`src/rtl/srl32_lane_loader.sv`:
```
// rtl/srl32_lane_loader.sv - round-robin loader and readback checker for three SRLC32E lanes
module srl32_lane_loader #(
    parameter int LANES = 3,
    parameter int DEPTH = 32
) (
    input  logic                   CLK,
    input  logic                   RST,
    input  logic [LANES-1:0]       req,
    input  logic [DEPTH*LANES-1:0] req_data,
    output logic [LANES-1:0]       gnt,
    output logic [LANES-1:0]       done,
    output logic                   pass,
    output logic                   busy,
    output logic                   srl_d,
    output logic [LANES-1:0]       srl_ce,
    output logic [4:0]             srl_a,
    input  logic [LANES-1:0]       srl_q
);

    typedef enum logic [1:0] {
        S_IDLE = 2'd0,
        S_LOAD = 2'd1,
        S_READ = 2'd2,
        S_DONE = 2'd3
    } state_t;

    localparam logic [4:0] LAST = 5'(DEPTH - 1);

    state_t           state, state_n;
    logic [4:0]       cnt, cnt_n;
    logic             err, err_n;
    logic [1:0]       lane, lane_n;
    logic [1:0]       ptr, ptr_n;
    logic [DEPTH-1:0] word, word_n;

    logic [LANES-1:0] gnt_n, done_n, ce_n;
    logic             pass_n, busy_n, d_n;
    logic [4:0]       a_n;

    logic [1:0]       pick;
    logic [DEPTH-1:0] pick_word;
    logic             mismatch;

    // First requesting lane at or after the round-robin pointer.
    function automatic logic [1:0] rr_pick(input logic [2:0] r, input logic [1:0] p);
        logic [1:0] sel;
        case (p)
            2'd1:    sel = r[1] ? 2'd1 : (r[2] ? 2'd2 : 2'd0);
            2'd2:    sel = r[2] ? 2'd2 : (r[0] ? 2'd0 : 2'd1);
            default: sel = r[0] ? 2'd0 : (r[1] ? 2'd1 : 2'd2);
        endcase
        return sel;
    endfunction

    function automatic logic [2:0] onehot(input logic [1:0] l);
        logic [2:0] v;
        case (l)
            2'd1:    v = 3'b010;
            2'd2:    v = 3'b100;
            default: v = 3'b001;
        endcase
        return v;
    endfunction

    assign pick      = rr_pick(req, ptr);
    assign pick_word = req_data[DEPTH*pick +: DEPTH];
    assign mismatch  = (srl_q[lane] != word[cnt]);

    // State, datapath and every output are registered together.
    always_ff @(posedge CLK or posedge RST) begin
        if (RST) begin
            state  <= S_IDLE;
            cnt    <= '0;
            err    <= 1'b0;
            lane   <= '0;
            ptr    <= '0;
            word   <= '0;
            gnt    <= '0;
            done   <= '0;
            pass   <= 1'b0;
            busy   <= 1'b0;
            srl_d  <= 1'b0;
            srl_ce <= '0;
            srl_a  <= '0;
        end else begin
            state  <= state_n;
            cnt    <= cnt_n;
            err    <= err_n;
            lane   <= lane_n;
            ptr    <= ptr_n;
            word   <= word_n;
            gnt    <= gnt_n;
            done   <= done_n;
            pass   <= pass_n;
            busy   <= busy_n;
            srl_d  <= d_n;
            srl_ce <= ce_n;
            srl_a  <= a_n;
        end
    end

    // Next-state logic; output values are those the registers show next cycle.
    always_comb begin
        state_n = state;
        cnt_n   = cnt;
        err_n   = err;
        lane_n  = lane;
        ptr_n   = ptr;
        word_n  = word;
        gnt_n   = '0;
        done_n  = '0;
        ce_n    = '0;
        pass_n  = 1'b0;
        busy_n  = 1'b0;
        d_n     = 1'b0;
        a_n     = '0;
        case (state)
            S_IDLE: begin
                if (|req) begin
                    lane_n  = pick;
                    word_n  = pick_word;
                    ptr_n   = (pick == 2'd2) ? 2'd0 : pick + 2'd1;
                    gnt_n   = onehot(pick);
                    ce_n    = onehot(pick);
                    d_n     = pick_word[DEPTH-1];
                    cnt_n   = '0;
                    busy_n  = 1'b1;
                    state_n = S_LOAD;
                end
            end
            S_LOAD: begin
                busy_n = 1'b1;
                if (cnt == LAST) begin
                    cnt_n   = '0;
                    state_n = S_READ;
                end else begin
                    cnt_n = cnt + 5'd1;
                    ce_n  = onehot(lane);
                    d_n   = word[LAST - 5'd1 - cnt];
                end
            end
            S_READ: begin
                busy_n = 1'b1;
                err_n  = err | mismatch;
                if (cnt == LAST) begin
                    cnt_n   = '0;
                    done_n  = onehot(lane);
                    pass_n  = ~(err | mismatch);
                    state_n = S_DONE;
                end else begin
                    cnt_n = cnt + 5'd1;
                    a_n   = cnt + 5'd1;
                end
            end
            default: begin
                err_n   = 1'b0;
                cnt_n   = '0;
                state_n = S_IDLE;
            end
        endcase
    end

endmodule

```
`config.mk`:
```
export PLATFORM = sky130hd
export DESIGN_NAME = srl32_lane_loader
export DESIGN_NICKNAME = d
export VERILOG_FILES = /design/src/rtl/srl32_lane_loader.sv
export SDC_FILE = /design/constraint.sdc
export NUM_CORES = 1
export LEC_CHECK = 0
export ABC_AREA = 1
export BUFFER_PORTS_ARGS = -buffer_cell sky130_fd_sc_hd__clkbuf_2
export CORE_MARGIN = 2
export CORE_UTILIZATION = 53
export CTS_BUF_LIST = sky130_fd_sc_hd__clkbuf_8
export DETAILED_ROUTE_END_ITERATION = 6
export MAX_ROUTING_LAYER = met4
export PLACE_DENSITY = 0.84
export REMOVE_ABC_BUFFERS = 1
export SKIP_LAST_GASP = 1
export SLEW_MARGIN = 20
export SYNTH_ARGS = -nofsm -noshare
export SYNTH_HDL_FRONTEND = slang
export SYNTH_SLANG_ARGS = --single-unit
```
`constraint.sdc`:
```
create_clock -name CLK -period 2.15 [get_ports CLK]
set_input_delay 0.1075 -clock CLK [delete_from_list [all_inputs] [get_ports CLK]]
set_output_delay 0.1075 -clock CLK [all_outputs]
set_load 0.02 [all_outputs]
```
==> impl_metrics.csv <==
group,metric,value,unit
power_and_ir_drop,power_density,1380,nW/um^2
global_route,final_global_route_overflow_total,0,
route,routed_via_density,5.26,
sta,report.final.setup_viol,0,
cells_and_area,nNetsFinal,784,
cells_and_area,diodes,0,
cells_and_area,post_route_cells_drive_above_1_share,0.242,
sta,min_period_over_period,0.936,
place,place_congestion,0.978,
synthesis,seq_area_frac_synth,0.419,
power_and_ir_drop,power.leakage,2.64,nW
worst_setup_path,path_class,"flip-flop to flip-flop",
global_route,vias_in_the_first_global_route,4025,
sta,slew_viol_final,0,
synthesis,synthesis.area_per_instance,7.11,sq um
global_route,grtUsageTotal,0.314,
power_and_ir_drop,p_clk_frac,0.170,
synthesis,netlist_area,3640,sq um
clock_network,cts-buffers-inserted,9,
clock_network,clock_root_cell,"sky130_fd_sc_hd__clkbuf_8",
hold_path,worst_hold_path_type,"primary input to flip-flop",
worst_setup_path,cp_cell_sequence,"inv_1 > ha_1 > inv_1 > nand3_1 > o21ai_4 > nand2_2 > nor2_4 > nand2_1 > nand4_1",
route,route.final.wire_length,10900,um
route,met2RoutedLength,5670,um
worst_setup_path,critPathMaxFanout,19,
power_and_ir_drop,netSwitchingFraction,0.476,
synthesis,netlist-cell-type-count,30,
clock_network,cts.sinks,61,
global_route,grt_first_pass_wirelength,17900,um
sta,rsz0062_at_grt,"no",
power_and_ir_drop,power,6.75,mW
worst_setup_path,timing.critical_path.from_type,"flip-flop",
sta,finalSetupTns,0,ns
worst_setup_path,crit_required,2.42,ns
sta,timing.max_slew.rel_slack,0.578,
worst_setup_path,cpMaxStageDelayCell,"sky130_fd_sc_hd__nor2_4",
power_and_ir_drop,sequentialPowerShare,0.277,
clock_network,htreeDepth,3,
cells_and_area,sequential_cell_area,1530,sq um
floorplanning,design.core.area,6720,sq um
run_status,status,"complete, no violations",
place,buffer_ports.inserted,120,
route,routed-wl-met3,518,um
route,drt_iter0_drc,267,
worst_setup_path,critPathBufInv,2,
floorplanning,die_h,86.9,um
worst_setup_path,cp_top_family,"simple AND/OR/NAND/NOR gates",
clock_network,clock_tree_buf_depth,2,
worst_setup_path,crit_path_max_incr_delay,0.39,ns
clock_network,worst_setup_hold_path_clk_slew,0.07,ns
clock_network,cts.repair_timing.setup_buffer_count,0,
power_and_ir_drop,combPwrFrac,0.553,
global_route,antenna_found_initial,0,
synthesis,synthesis.yosys.warnings,0,
worst_setup_path,crit_path_arrival_time,2.28,ns
floorplanning,pin_count,121,
clock_network,cts_tree,"yes",
synthesis,netlist_instances,512,
route,vias,3959,
route,highest_layer,"met4",
power_and_ir_drop,peakVddDrop,0.000644,V
cells_and_area,fillers,542,
floorplanning,total_die_area,7550,sq um
route,ant_nets,0,
flow_run,drv.max_cap_violation_count,0,
route,drc,0,
floorplanning,start_util,0.542,
route,routedLengthMet1,4400,um
route,detail_route.first_pass.iterations,5,
worst_setup_path,endpoint_class_of_the_critical_path,"flip-flop",
sta,timing.clock.skew,0.00624,ns
sta,finalHoldViolCount,0,
sta,maxClockFrequency,497,MHz
cells_and_area,synthToLayoutAreaGrowth,34.3,%
sta,slew_of_the_pin_with_the_lowest_slew_margin,0.630,ns
floorplanning,placementRows,30,
power_and_ir_drop,net-switching-power,3.21,mW
route,wl_per_cell,14.5,um
clock_network,clock_insertion_delay_worst_skew,0.34,ns
worst_setup_path,cp_common_cell,"sky130_fd_sc_hd__inv_1",
place,place.detailed.hpwl,7330,um
floorplanning,die_x,86.9,um
cells_and_area,multi_input_area,1850,sq um
sta,timing.final.crit_period,2.01,ns
synthesis,synth-seq-cells,61,
global_route,grt_start_max_net_pins,37,
power_and_ir_drop,cell_internal_pwr,3.54,mW
power groups by stage:
stage                     sequential, mW  combinational, mW  clock, mW
after floorplan                     1.95               2.44          0
after global placement              1.87               3.53          0
after detailed placement            1.88               3.63          0
after CTS                           1.87               3.70       1.16
after global routing                1.91               4.24       1.21
final                               1.87               3.73       1.15
worst register-to-register path, stage by stage, from the launching register on:
cell and delay, ns:
sky130_fd_sc_hd__dfrtp_1 0.36, sky130_fd_sc_hd__inv_1 0.07, sky130_fd_sc_hd__ha_1 0.30, sky130_fd_sc_hd__inv_1 0.13, sky130_fd_sc_hd__nand3_1 0.14, sky130_fd_sc_hd__o21ai_4 0.14
sky130_fd_sc_hd__nand2_2 0.15, sky130_fd_sc_hd__nor2_4 0.39, sky130_fd_sc_hd__nand2_1 0.14, sky130_fd_sc_hd__nand4_1 0.12
placed cells by master (no fill, tap or decap), types with 2 or more instances in the layout:
master	synthesis	routed
sky130_fd_sc_hd__a21oi_1	7	7
sky130_fd_sc_hd__buf_4	7	8
sky130_fd_sc_hd__bufinv_16	0	2
sky130_fd_sc_hd__clkbuf_2	0	120
sky130_fd_sc_hd__clkbuf_8	0	9
sky130_fd_sc_hd__clkinv_4	0	4
sky130_fd_sc_hd__dfrtp_1	61	61
sky130_fd_sc_hd__dlygate4sd3_1	0	36
sky130_fd_sc_hd__ha_1	12	12
sky130_fd_sc_hd__inv_1	34	33
sky130_fd_sc_hd__inv_2	4	5
sky130_fd_sc_hd__nand2_1	233	233
sky130_fd_sc_hd__nand2_2	2	2
sky130_fd_sc_hd__nand3_1	53	53
sky130_fd_sc_hd__nand4_1	18	18
sky130_fd_sc_hd__nor2_1	27	27
sky130_fd_sc_hd__nor2_2	2	2
sky130_fd_sc_hd__nor2_4	2	2
sky130_fd_sc_hd__o211ai_1	6	6
sky130_fd_sc_hd__o21ai_0	13	13
sky130_fd_sc_hd__o21ai_4	2	2
sky130_fd_sc_hd__o22ai_1	6	6
sky130_fd_sc_hd__xor2_1	2	2
worst paths after layout:
| check | startpoint | to | slack [ns] | cells after the start |
|---|---|---|---|---|
| setup reg to reg | ptr[0] | word[26] | 0.14 | 9 |
| max in group asynchronous | RST | srl_a[0] | 1.20 | 4 |
| hold / removal | req_data[62] | word[30] | 0.01 | 3 |
| setup / recovery | ptr[0] | word[26] | 0.14 | 9 |
| min in group asynchronous | RST | word[3] | 0.37 | 3 |
| hold reg to reg | word[31] | word[31] | 0.49 | 2 |
Yosys cell counts:
master                     instances  area share
sky130_fd_sc_hd__nand2_1         233        0.24
sky130_fd_sc_hd__dfrtp_1          61        0.42
sky130_fd_sc_hd__nand3_1          53       0.073
sky130_fd_sc_hd__inv_1            34       0.035
sky130_fd_sc_hd__nor2_1           27       0.028
sky130_fd_sc_hd__nand4_1          18       0.031
sky130_fd_sc_hd__o21ai_0          13       0.018
sky130_fd_sc_hd__ha_1             12       0.041
sky130_fd_sc_hd__buf_2             8       0.011
sky130_fd_sc_hd__a21oi_1           7      0.0096
sky130_fd_sc_hd__buf_4             7       0.014
sky130_fd_sc_hd__o211ai_1          6       0.012
sky130_fd_sc_hd__o22ai_1           6       0.010
sky130_fd_sc_hd__inv_2             4      0.0041
sky130_fd_sc_hd__buf_1             2      0.0021
sky130_fd_sc_hd__clkbuf_1          2      0.0021
sky130_fd_sc_hd__nand2_2           2      0.0034
sky130_fd_sc_hd__nor2_2            2      0.0034
sky130_fd_sc_hd__nor2_4            2      0.0062
sky130_fd_sc_hd__o21ai_4           2      0.0089
sky130_fd_sc_hd__xor2_1            2      0.0048
sky130_fd_sc_hd__a21oi_2           1      0.0024
sky130_fd_sc_hd__buf_6             1      0.0031
sky130_fd_sc_hd__clkinv_1          1      0.0010
sky130_fd_sc_hd__nand3b_1          1      0.0021
sky130_fd_sc_hd__nor3_2            1      0.0027
sky130_fd_sc_hd__o31ai_1           1      0.0021
sky130_fd_sc_hd__or2_2             1      0.0017
sky130_fd_sc_hd__xnor2_1           1      0.0024
sky130_fd_sc_hd__xor2_2            1      0.0045
cells by family (layout without fill, tap and decap cells):
family                   Yosys count  count (layout)  synth area share
AND/OR/NAND/NOR                  340             340             0.391
AO/OA/AOI/OAI                     36              36            0.0636
flip-flops                        61              61             0.419
XOR/XNOR                           4               4            0.0117
adder cells (fa/ha/maj)           12              12            0.0412
buffers and inverters             59             220            0.0729
layout make-up:
| type | instances | area share |
|---|---|---|
| clock buffer | 9 | 0.0253 |
| clock inverter | 7 | 0.0205 |
| inverter | 39 | 0.0307 |
| multi-input combinational | 392 | 0.378 |
| sequential | 61 | 0.312 |
| tap | 80 | 0.0205 |
| timing repair buffer | 165 | 0.213 |
metrics by stage:
step	instances	util	instance area, sq um	hold WS (ns)	setup WS [ns]
after floorplan	492	-	3520	0.230	-0.173
after global placement	701	0.640	4300	0.165	0.250
after detailed placement	701	0.640	4300	0.186	0.166
after CTS	753	0.727	4890	0.00450	0.153
after global routing	753	0.728	4890	0.00532	0.00787
final	753	0.728	4890	0.0132	0.139
per-layer routing:
metal / track usage / up-vias
met1: 0.350 / 1833
met5: - / -
li1: - / 1949
met3: 0.0569 / 35
met4: 0.135 / 0
met2: 0.549 / 142
flip-flops by register name, indices dropped and copies added (netlist names), 2 cells and up:
signal / cells
word: 32
state: 2
srl_a: 5
lane: 2
gnt: 3
srl_ce: 3
done: 3
ptr: 2
cnt: 5
repair_timing:
item | CTS | global route
setup endpoints to repair | 0 | 7
hold buffers | 36 | 0
hold endpoints to repair | 46 | 0
resized for setup | 0 | 1
Note: power is estimated with default switching activity, not from simulation.
